<file path="config.mk">
export PLATFORM = sky130hd
export DESIGN_NAME = ram_port_arbiter
export DESIGN_NICKNAME = d
export VERILOG_FILES = /design/src/rtl/ram_port_arbiter.sv
export SDC_FILE = /design/constraint.sdc
export NUM_CORES = 1
export LEC_CHECK = 0
export BUFFER_PORTS_ARGS = -buffer_cell sky130_fd_sc_hd__buf_2
export CAP_MARGIN = 20
export CORE_AREA = 2 2 555 557
export DETAILED_ROUTE_END_ITERATION = 12
export DIE_AREA = 0 0 557 559
export SLEW_MARGIN = 20
export SYNTH_ARGS = -nofsm -noshare
export SYNTH_HDL_FRONTEND = slang
export SYNTH_SLANG_ARGS = --single-unit
</file>
<file path="constraint.sdc">
create_clock -name clock -period 2.7 [get_ports clock]
set_clock_uncertainty 0.1 [all_clocks]
set_input_delay 0.81 -clock clock [delete_from_list [all_inputs] [get_ports clock]]
set_output_delay 0.81 -clock clock [all_outputs]
set_load 0.02 [all_outputs]
</file>
<file path="src/rtl/ram_port_arbiter.sv">
// Round-robin arbiter sharing one RAM backend among fetch, stack-read and stack-write ports.
// Latency: start sampled -> mem_start next cycle; done pulses the cycle after mem_done is sampled.
// Backpressure: requesters hold start until done; a served flag blocks re-issue of a held request.
module ram_port_arbiter #(
    parameter int TIMEOUT = 255
) (
    input  logic         clock,
    input  logic         reset_n,
    input  logic         fetch_start,
    input  logic [15:0]  fetch_address,
    input  logic [15:0]  fetch_bytes,
    output logic [255:0] fetch_q,
    output logic         fetch_done,
    input  logic         stk_rd_start,
    input  logic [15:0]  stk_rd_address,
    input  logic [15:0]  stk_rd_bytes,
    output logic [255:0] stk_rd_q,
    output logic         stk_rd_done,
    input  logic         stk_wr_start,
    input  logic [15:0]  stk_wr_address,
    input  logic [15:0]  stk_wr_bytes,
    input  logic [255:0] stk_wr_data,
    output logic         stk_wr_done,
    output logic         mem_start,
    output logic         mem_we,
    output logic [15:0]  mem_address,
    output logic [15:0]  mem_bytes,
    output logic [255:0] mem_wdata,
    input  logic [255:0] mem_q,
    input  logic         mem_done,
    output logic [1:0]   grant,
    output logic         busy,
    output logic         timeout_err
);

    typedef enum logic [1:0] {
        IDLE    = 2'd0,
        ISSUE   = 2'd1,
        RELEASE = 2'd2
    } state_t;

    localparam logic [1:0] G_NONE   = 2'd0;
    localparam logic [1:0] G_FETCH  = 2'd1;
    localparam logic [1:0] G_STK_RD = 2'd2;
    localparam logic [1:0] G_STK_WR = 2'd3;

    // Abort fires on the TIMEOUT-th consecutive cycle without mem_done.
    localparam logic [7:0] TIMEOUT_LAST = 8'(TIMEOUT - 1);

    state_t      state;
    logic [1:0]  last_grant;
    logic [2:0]  served;
    logic [7:0]  cycle_cnt;
    logic [2:0]  starts;
    logic [2:0]  eligible;
    logic [2:0]  owner;
    logic [1:0]  pick;
    logic [15:0] pick_address;
    logic [15:0] pick_bytes;

    assign starts = {stk_wr_start, stk_rd_start, fetch_start};
    assign owner  = {grant == G_STK_WR, grant == G_STK_RD, grant == G_FETCH};
    assign busy   = (state != IDLE);

    // Eligible requesters: start held and not already served for this hold.
    always_comb begin
        eligible = starts & ~served;
    end

    // Round-robin search beginning with the port after the last winner.
    always_comb begin
        pick = G_NONE;
        case (last_grant)
            G_FETCH: begin
                if (eligible[1])      pick = G_STK_RD;
                else if (eligible[2]) pick = G_STK_WR;
                else if (eligible[0]) pick = G_FETCH;
            end
            G_STK_RD: begin
                if (eligible[2])      pick = G_STK_WR;
                else if (eligible[0]) pick = G_FETCH;
                else if (eligible[1]) pick = G_STK_RD;
            end
            default: begin
                if (eligible[0])      pick = G_FETCH;
                else if (eligible[1]) pick = G_STK_RD;
                else if (eligible[2]) pick = G_STK_WR;
            end
        endcase
    end

    // Request fields of the winning port.
    always_comb begin
        pick_address = fetch_address;
        pick_bytes   = fetch_bytes;
        case (pick)
            G_STK_RD: begin
                pick_address = stk_rd_address;
                pick_bytes   = stk_rd_bytes;
            end
            G_STK_WR: begin
                pick_address = stk_wr_address;
                pick_bytes   = stk_wr_bytes;
            end
            default: ;
        endcase
    end

    // Arbitration FSM with all backend and requester outputs registered.
    always_ff @(posedge clock or negedge reset_n) begin
        if (!reset_n) begin
            state       <= IDLE;
            mem_start   <= 1'b0;
            mem_we      <= 1'b0;
            mem_address <= '0;
            mem_bytes   <= '0;
            mem_wdata   <= '0;
            fetch_q     <= '0;
            stk_rd_q    <= '0;
            fetch_done  <= 1'b0;
            stk_rd_done <= 1'b0;
            stk_wr_done <= 1'b0;
            timeout_err <= 1'b0;
            grant       <= G_NONE;
            last_grant  <= G_STK_WR;
            served      <= '0;
            cycle_cnt   <= '0;
        end else begin
            fetch_done  <= 1'b0;
            stk_rd_done <= 1'b0;
            stk_wr_done <= 1'b0;
            timeout_err <= 1'b0;
            // A dropped start re-arms its port.
            served      <= served & starts;

            case (state)
                IDLE: begin
                    if (pick != G_NONE) begin
                        grant       <= pick;
                        last_grant  <= pick;
                        mem_start   <= 1'b1;
                        mem_we      <= (pick == G_STK_WR);
                        mem_address <= pick_address;
                        mem_bytes   <= pick_bytes;
                        if (pick == G_STK_WR) begin
                            mem_wdata <= stk_wr_data;
                        end
                        cycle_cnt   <= '0;
                        state       <= ISSUE;
                    end
                end

                ISSUE: begin
                    if (mem_done) begin
                        mem_start <= 1'b0;
                        if (grant == G_FETCH) begin
                            fetch_q <= mem_q;
                        end
                        if (grant == G_STK_RD) begin
                            stk_rd_q <= mem_q;
                        end
                        {stk_wr_done, stk_rd_done, fetch_done} <= owner;
                        served    <= (served | owner) & starts;
                        state     <= RELEASE;
                    end else if (cycle_cnt == TIMEOUT_LAST) begin
                        mem_start   <= 1'b0;
                        timeout_err <= 1'b1;
                        {stk_wr_done, stk_rd_done, fetch_done} <= owner;
                        state       <= RELEASE;
                    end else begin
                        cycle_cnt <= cycle_cnt + 8'd1;
                    end
                end

                RELEASE: begin
                    if (!mem_done) begin
                        grant <= G_NONE;
                        state <= IDLE;
                    end
                end

                default: state <= IDLE;
            endcase
        end
    end

endmodule
</file>
=== Yosys cells after proc, flatten, opt, wreduce, memory -nomap -nowiden ===
Cells that the tools add are included.

* Output and inout bits: 809
* Input bits: 614
* Bits in registers: 823
* Logic and storage cells: 91

* Bitwise operators: 5
* Reductions and logical operators: 13
* Multiplexer cells: 41
* Eq/ne operators: 15
* Add/subtract/negate cells: 1

{| class="wikitable"
|+ Operators with widths
! kind !! count
|-
| $pmux W16 S2 || 2
|-
| $mux W2 || 13
|-
| $mux W8 || 3
|-
| $reduce_and A3 Y1 || 6
|-
| $mux W1 || 16
|-
| $pmux W8 S2 || 1
|-
| $eq A2 B2 Y1 const B || 6
|-
| $and A3 B3 Y3 || 3
|-
| $add A8 B1 Y8 const B || 1
|-
| $eq A8 B8 Y1 const B || 1
|-
| $ne A2 B2 Y1 const B || 4
|-
| $pmux W2 S2 || 2
|-
| $reduce_bool A2 Y1 || 4
|-
| $eq A2 B1 Y1 const B || 3
|-
| $mux W3 || 2
|-
| $pmux W2 S3 || 1
|-
| $reduce_and A4 Y1 || 1
|-
| $ne A3 B3 Y1 const B || 1
|-
| $not A3 Y3 || 1
|-
| $or A3 B3 Y3 || 1
|-
| $logic_not A2 Y1 || 1
|-
| $pmux W1 S2 || 1
|-
| $reduce_and A2 Y1 || 1
|}

=== Longest topological paths before layout ===
Gate-level depths: netlist of run 1.

* Depth in word-level cells: 9
* Depth in mapped cells: 9
* Mapped depth without buffers: 7

=== Worst setup path before layout of run 1 ===
Ideal clock, no wire load.

* Path type: reg2reg
* Start: reg last_grant[0]
* End: reg mem_wdata[215]
* Library setup time: 0.125 ns
* Period minus slack after synthesis: 2.415 ns
* Data required time: 2.475 ns
* Arrival time: 2.190 ns
* Slack: 0.285 ns
* Buffers on the path: 2
* Cell stages (with the launch flop): 10
* Cells stage by stage: dfstp_2 inv_1 ha_1 and3b_1 o21ai_2 nand3b_4 nor2_8 buf_6 buf_12 mux2_4

* Longest elaborated chain between the ends: 4
* Elaborated cells on any way between the ends: 6
* Those cells by class: 3 x eq/ne; 1 x mux; 2 x reduce/logical

{| class="wikitable"
|+ RTL lines
! item !! line !! text
|-
| start, declared || 51 || <nowiki>logic [1:0] last_grant;</nowiki>
|-
| start signal, assigned || 140 || <nowiki>last_grant <= pick;</nowiki>
|-
| $eq A2 B2 Y1 / $eq A2 B1 Y1 (equally long branches) || 73 || <nowiki>case (last_grant)</nowiki>
|-
| $pmux W2 S2 (*) || 73 ||
|-
| $eq A2 B2 Y1 / $reduce_bool A2 Y1 (equally long branches) || 145, 138 ||
|-
| $reduce_and A3 Y1 (no line) (*) || -- ||
|-
| end signal, assigned || 146 || <nowiki>mem_wdata <= stk_wr_data;</nowiki>
|-
| end, declared || 28 || <nowiki>output logic [255:0] mem_wdata,</nowiki>
|}

Every way passes the cells marked *; elsewhere a longest branch is shown, timed or not.
A chain may end at the register's enable or synchronous reset.

=== Final worst setup path of run 1 ===
* Start: reg last_grant[0]
* End: reg mem_wdata[171]

Same word-level chain as after synthesis.

==> results.toml, run 1 <==
[status]
status = "finished, violations left"
violations = "negative setup slack"

[yosys]
ys_warn_count = 0
avgSynthCellArea_um2 = 17.3
yosys_register_bits = 823
synth_ff_type = "dfrtp_1"
ys_types = 46
synth_area_leaders = "dfrtp_1 (63%), mux2_2 (18%), mux2_4 (11%), buf_12 (1.6%), buf_4 (1.2%)"
synth-edff-count = 0
synth-seq-area-share_pct = 63.2
syn_area_mm2 = 0.0326
yosys.area.top_type = "dfrtp_1"
synthTopCellsByCount = "dfrtp_1 (821), mux2_2 (528), mux2_4 (240), buf_4 (51), inv_1 (37)"
synth_most_common_cell = "dfrtp_1"
syn-num-nets = 2506
yosysTopAreaCellShare_pct = 63.1
async_flop_share_pct = 100
syn_inst = 1888

[cts]
clock-root-buffer = "clkbuf_16"
numCtsBuffers = 103
cts_sinks = 823
clkTransAtPathRegs_ns = 0.06
cts_tree = "yes"
max-clock-path-buffers = 4
cts_max_level = 3
cts_hold_buf = 0
insertion_delay_ns = 0.78

[final_layout]
fin_nets = 4135
drive_gt1_share_pct = 71.6
fillers = 33792
syn_to_final_growth_pct = 53.2
final_core_util_pct = 16.4

[setup_path]
timing.critical_path.buf_inv = 6
startpoint_type = "flip-flop"
end_kind = "flip-flop"
crit_slowest_cell = "dfstp_2"
worst-path-max-fanout = 8
critPathKind = "flip-flop to flip-flop"
worstPathCellList = "inv_2, ha_4, buf_4, a22oi_2, o21ai_4, nor2_8, buf_12, buf_8, buf_16, clkbuf_16, mux2_4"
rrSetupSlack_ns = -0.11
cp_slowest_stage_delay_ns = 0.53
cp_data_arrival_time_ns = 3.39
critPathTopFamily = "buffers and inverters"
crit_required_ns = 3.28

[floorplanning]
die_x_um = 557
die-area_mm2 = 0.311
fp-row-count = 203
coreArea_mm2 = 0.305
dieHeight_um = 559
ioPinCount = 1423
initial_utilization_pct = 10.7

[worst_hold_path]
hold_class = "input pin to async pin"

[timing]
slew_headroom_pct = 52.0
fin_ws_ns = -0.108
setup_tns_ns = -8.78
drv_slew = 0
rsz0062_at_grt = "yes"
max_freq_ghz = 0.356
finalSetupViolations = 144
tightest_slew_ns = 0.721
period_needed_ns = 2.81
whs_ns = 0.0812
hold_viol = 0
period_share_pct = 104

[routing]
dr.pass1.iters = 6
via_per_inst = 3.16
drt_wl_total_mm = 217
drcViolationCount = 0
drtAntennaViolNets = 0
drt-wirelength-per-cell_um = 28.0
dr_total_vias = 24436
drt_iter0_markers = 1478

[global_routing]
grt_usage_pct = 13.4
grt-ovfl-total = 0
grt_pass1_wl_mm = 272
grt_max_degree = 119
antenna_found_initial = 132
first_global_vias = 25789

[place]
dp.final_hpwl_mm = 189
port_buffers = 1422
routabilityCongestion = 0.949

[power_and_ir_drop]
leakage_nw = 23.1
ir_worst_vdd_uv = 694
power.density_mw_per_mm2 = 1460

[run]
cap_violations = 0
## flip-flops by register name, indices dropped and copies added, names as in the netlist
name,cells
cycle_cnt,8
fetch_done,1
fetch_q,256
grant,2
last_grant,2
mem_address,16
mem_bytes,16
mem_start,1
mem_wdata,256
mem_we,1
served,3
state,2
stk_rd_done,1
stk_rd_q,256
stk_wr_done,1
timeout_err,1
## metal layers
layer	share of wire, %	track usage, %	routed length (um)	vias up
li1	-	-	-	10099
met1	35	13.7	75300	12552
met2	46	21.9	99800	1438
met3	16	9.07	34500	319
met4	3.2	3.90	6870	28
met5	0.084	0	183	-
## cells by family (layout without fill, tap and decap cells)
logic type               count (synthesis)  after routing  synth area share, %
other                                    0             50                    0
AND/OR/NAND/NOR                         54             54                0.960
AO/OA/AOI/OAI                           70             70                 1.78
XOR/XNOR                                 1              1               0.0269
multiplexers                           800            800                 30.3
flip-flops                             823            823                 63.2
buffers and inverters                  136           1841                 3.55
adder cells (fa/ha/maj)                  4              4                0.154
## final timing paths
kind	cells after the start	endpoint	start
max reg2reg	11	mem_wdata[171]	last_grant[0]
max in group asynchronous	4	mem_wdata[207]	reset_n
min reg2reg	1	mem_start	mem_start
min	2	stk_rd_q[163]	reset_n
max	11	mem_wdata[171]	last_grant[0]
min in group clock	2	mem_wdata[52]	stk_wr_data[52]
## layout make-up
| type | instances | area (um2) | share of cell area [%] |
|---|---|---|---|
| sequential | 823 | 20600 | 41.3 |
| multi-input combinational | 929 | 10900 | 21.9 |
| timing repair buffer | 1623 | 9610 | 19.2 |
| tap | 4100 | 5130 | 10.3 |
| clock buffer | 133 | 2830 | 5.67 |
| clock inverter | 48 | 543 | 1.09 |
| inverter | 37 | 139 | 0.278 |
| antenna | 50 | 125 | 0.251 |
## power by group
part,internal (mW),switching (mW),total (mW)
combinational,14.2,22.1,36.3
sequential,18.6,3.92,22.5
clock,8.19,5.73,13.9
## layout by cell type, fill, tap and decap left out, types with 3 or more instances in the layout
| cell type | count |
|---|---|
| buf_12 | 45 |
| clkinv_2 | 19 |
| o21a_1 | 4 |
| buf_6 | 6 |
| ha_1 | 3 |
| o22ai_1 | 3 |
| buf_16 | 6 |
| dfrtp_1 | 820 |
| diode_2 | 50 |
| mux2i_1 | 32 |
| a21oi_1 | 5 |
| clkbuf_16 | 110 |
| a222oi_1 | 31 |
| mux2_4 | 255 |
| buf_8 | 18 |
| nor2_1 | 8 |
| a2bb2oi_1 | 3 |
| nand2_1 | 11 |
| buf_2 | 1415 |
| nand3_1 | 6 |
| buf_4 | 126 |
| o21ai_0 | 7 |
| clkinvlp_4 | 9 |
| nand2b_1 | 8 |
| inv_1 | 36 |
| nor2_4 | 3 |
| nor2b_1 | 3 |
| clkbuf_1 | 16 |
| bufinv_16 | 8 |
| inv_6 | 5 |
| mux2_2 | 513 |
| clkbuf_8 | 14 |
| a31oi_1 | 4 |
## through the flow
step	cell area [um2]	power, mW	cells	worst slack (ns)
2_1_floorplan	32600	40.5	1888	0.285
6_report	49900	72.7	7743	-0.108
3_5_place_dp	45600	58.6	7477	-0.364
4_1_cts	49500	73.8	7679	-0.221
3_3_place_gp	45600	57.9	7477	-0.353
5_1_grt	49900	76.7	7723	-0.168
## what timing repair did
action,CTS,global route
gates cloned,5,7
buffers inserted,17,11
endpoints found under the setup margin,245,214
resized for setup,69,23
pin swaps,5,14
## worst reg2reg max path: cells and delay by family, from the launching register on
| family | cells | cell delay (ns) |
|---|---|---|
| buffers and inverters | 6 | 1.00 |
| AOI/OAI and AO/OA | 2 | 0.32 |
| DFF | 1 | 0.53 |
| muxes | 1 | 0.29 |
| adders and majority gates | 1 | 0.25 |
| and+or+nand+nor | 1 | 0.20 |
Power figures use the tool's default switching activity.
==> run 2: changes to the inputs <==
==> constraint.sdc (replaced) <==
create_clock -name clock -period 2.35 [get_ports clock]
set_clock_uncertainty 0.1 [all_clocks]
set_input_delay 0.705 -clock clock [delete_from_list [all_inputs] [get_ports clock]]
set_output_delay 0.705 -clock clock [all_outputs]
set_load 0.02 [all_outputs]
==> results.toml, run 2 (synthesis gave the netlist of run 1 again) <==
[status]
status = "finished, violations left"
violations = "negative setup slack"

[floorplanning]
die-area_mm2 = 0.311
dieHeight_um = 559
die_x_um = 557
ioPinCount = 1423
coreArea_mm2 = 0.305
initial_utilization_pct = 10.7
fp-row-count = 203

[place]
dp.cells = 7463
routabilityCongestion = 0.974
dp.final_hpwl_mm = 199
port_buffers = 1422
pre_cts_slack_ns = -0.401

[timing]
tightest_slew_ns = 0.703
drv_slew = 0
setup_tns_ns = -29.83
finalSetupViolations = 255
slew_headroom_pct = 52.9
rsz0062_at_grt = "yes"
hold_viol = 0
max_freq_ghz = 0.396
fin_ws_ns = -0.173
period_needed_ns = 2.52
period_share_pct = 107

[cts]
insertion_delay_ns = 0.77
cts_max_level = 3
max-clock-path-buffers = 4
numCtsBuffers = 102
cts_tree = "yes"
cts_sinks = 823
clock-root-buffer = "clkbuf_16"
clkTransAtPathRegs_ns = 0.06

[run]
cap_violations = 0

[routing]
drt-wirelength-per-cell_um = 28.4
dr.pass1.iters = 6
dr_total_vias = 25560
drtAntennaViolNets = 0
drt_wl_total_mm = 228
drcViolationCount = 0
via_per_inst = 3.18
wl_met1_mm = 89.6
met3_length_mm = 25.6
route.met2.wl_mm = 104
drt_iter0_markers = 1477
routed.top_layer = "met5"

[final_layout]
fillers = 33465
syn_to_final_growth_pct = 63.7
fin_nets = 4429
fin_cells = 8032
largestRegisters = "fetch_q: 256 flops, mem_wdata: 256 flops, stk_rd_q: 256 flops"
layout_common_cells = "buf_2 (1264), dfrtp_1 (809), mux2_2 (520)"
layout_commonest_cell = "buf_2"
drive_gt1_share_pct = 66.1
final_core_util_pct = 17.5

[setup_path]
end_kind = "flip-flop"
cp_data_arrival_time_ns = 3.11
critPathKind = "flip-flop to flip-flop"
crit_required_ns = 2.94
startpoint_type = "flip-flop"
worst-path-max-fanout = 8

[global_routing]
grt-ovfl-total = 0
grt_pass1_wl_mm = 288
first_global_vias = 27210
antenna_found_initial = 149
grt_usage_pct = 14.1
grt_max_degree = 96

[power_and_ir_drop]
power.density_mw_per_mm2 = 1600
finalPower_mw = 85.3
ir_worst_vdd_uv = 944
leakage_nw = 24.5

[worst_hold_path]
hold_class = "input pin to flip-flop"
==> run 2: cell count changes in the layout (fill, tap and decap cells not counted), sizes merged <==
cell,change
clkinvlp,-1
inv,+2
dlygate4sd3,+312
buf,-17
diode,-11
clkbuf,+8
clkinv,-4
==> run 2: worst max-delay path, stage by stage (launching register included) <==
cell and delay [ns]:
dfstp_2 0.53, inv_2 0.04, ha_4 0.22, and3b_1 0.17, o21ai_2 0.18, nand3b_4 0.13
nor2_8 0.11, buf_12 0.18, buf_16 0.21, buf_12 0.16, mux2_4 0.30
==> run 2: what timing repair did <==
item	CTS	global route
pin swaps	25	20
hold buffers	312	0
endpoints found under the setup margin	449	297
gates cloned	5	7
resized for setup	240	25
setup buffers	18	6
endpoints found under the hold margin	547	0
==> run 2: worst paths after layout <==
check                           slack [ns]     startpoint        endpoint  cells past startpoint
worst max-delay path                 -0.17  last_grant[0]  mem_wdata[238]                     10
worst min-delay path                  0.08     mem_q[193]   stk_rd_q[193]                      2
worst max register to register       -0.17  last_grant[0]  mem_wdata[238]                     10
worst min register to register        0.40      mem_start       mem_start                      1
max in group asynchronous             0.91        reset_n   mem_bytes[11]                      4
min in group asynchronous             0.42        reset_n     fetch_q[71]                      3
==> run 2: final cells by class <==
type | instances | area (um2) | area share [%]
tap | 4100 | 5130 | 9.62
timing repair buffer | 1918 | 12900 | 24.3
antenna | 39 | 97.6 | 0.183
inverter | 37 | 141 | 0.265
clock buffer | 141 | 2930 | 5.50
sequential | 823 | 20600 | 38.7
multi-input combinational | 929 | 10900 | 20.5
clock inverter | 45 | 513 | 0.962
==> run 2: metal layers <==
layer | up-vias | global-route usage, %
met4 | 18 | 4.57
met5 | - | 0
met3 | 404 | 6.50
li1 | 10680 | -
met2 | 1387 | 23.0
met1 | 13071 | 16.2
==> run 2: power breakdown <==
part           total [mW]  switching [mW]  internal [mW]  leakage, nW
sequential           25.9            4.55           21.3         9.96
clock                16.3            6.70           9.64         1.68
combinational        43.0            25.8           17.2         12.8
==> run 2: metrics by stage <==
stage | cell area (um2) | hold WS, ns
after floorplan | 32600 | 0.309
after global placement | 45500 | 0.374
after detailed placement | 45500 | 0.380
after CTS | 53000 | 0.0000644
after global routing | 53200 | 0.0281
final | 53300 | 0.0772
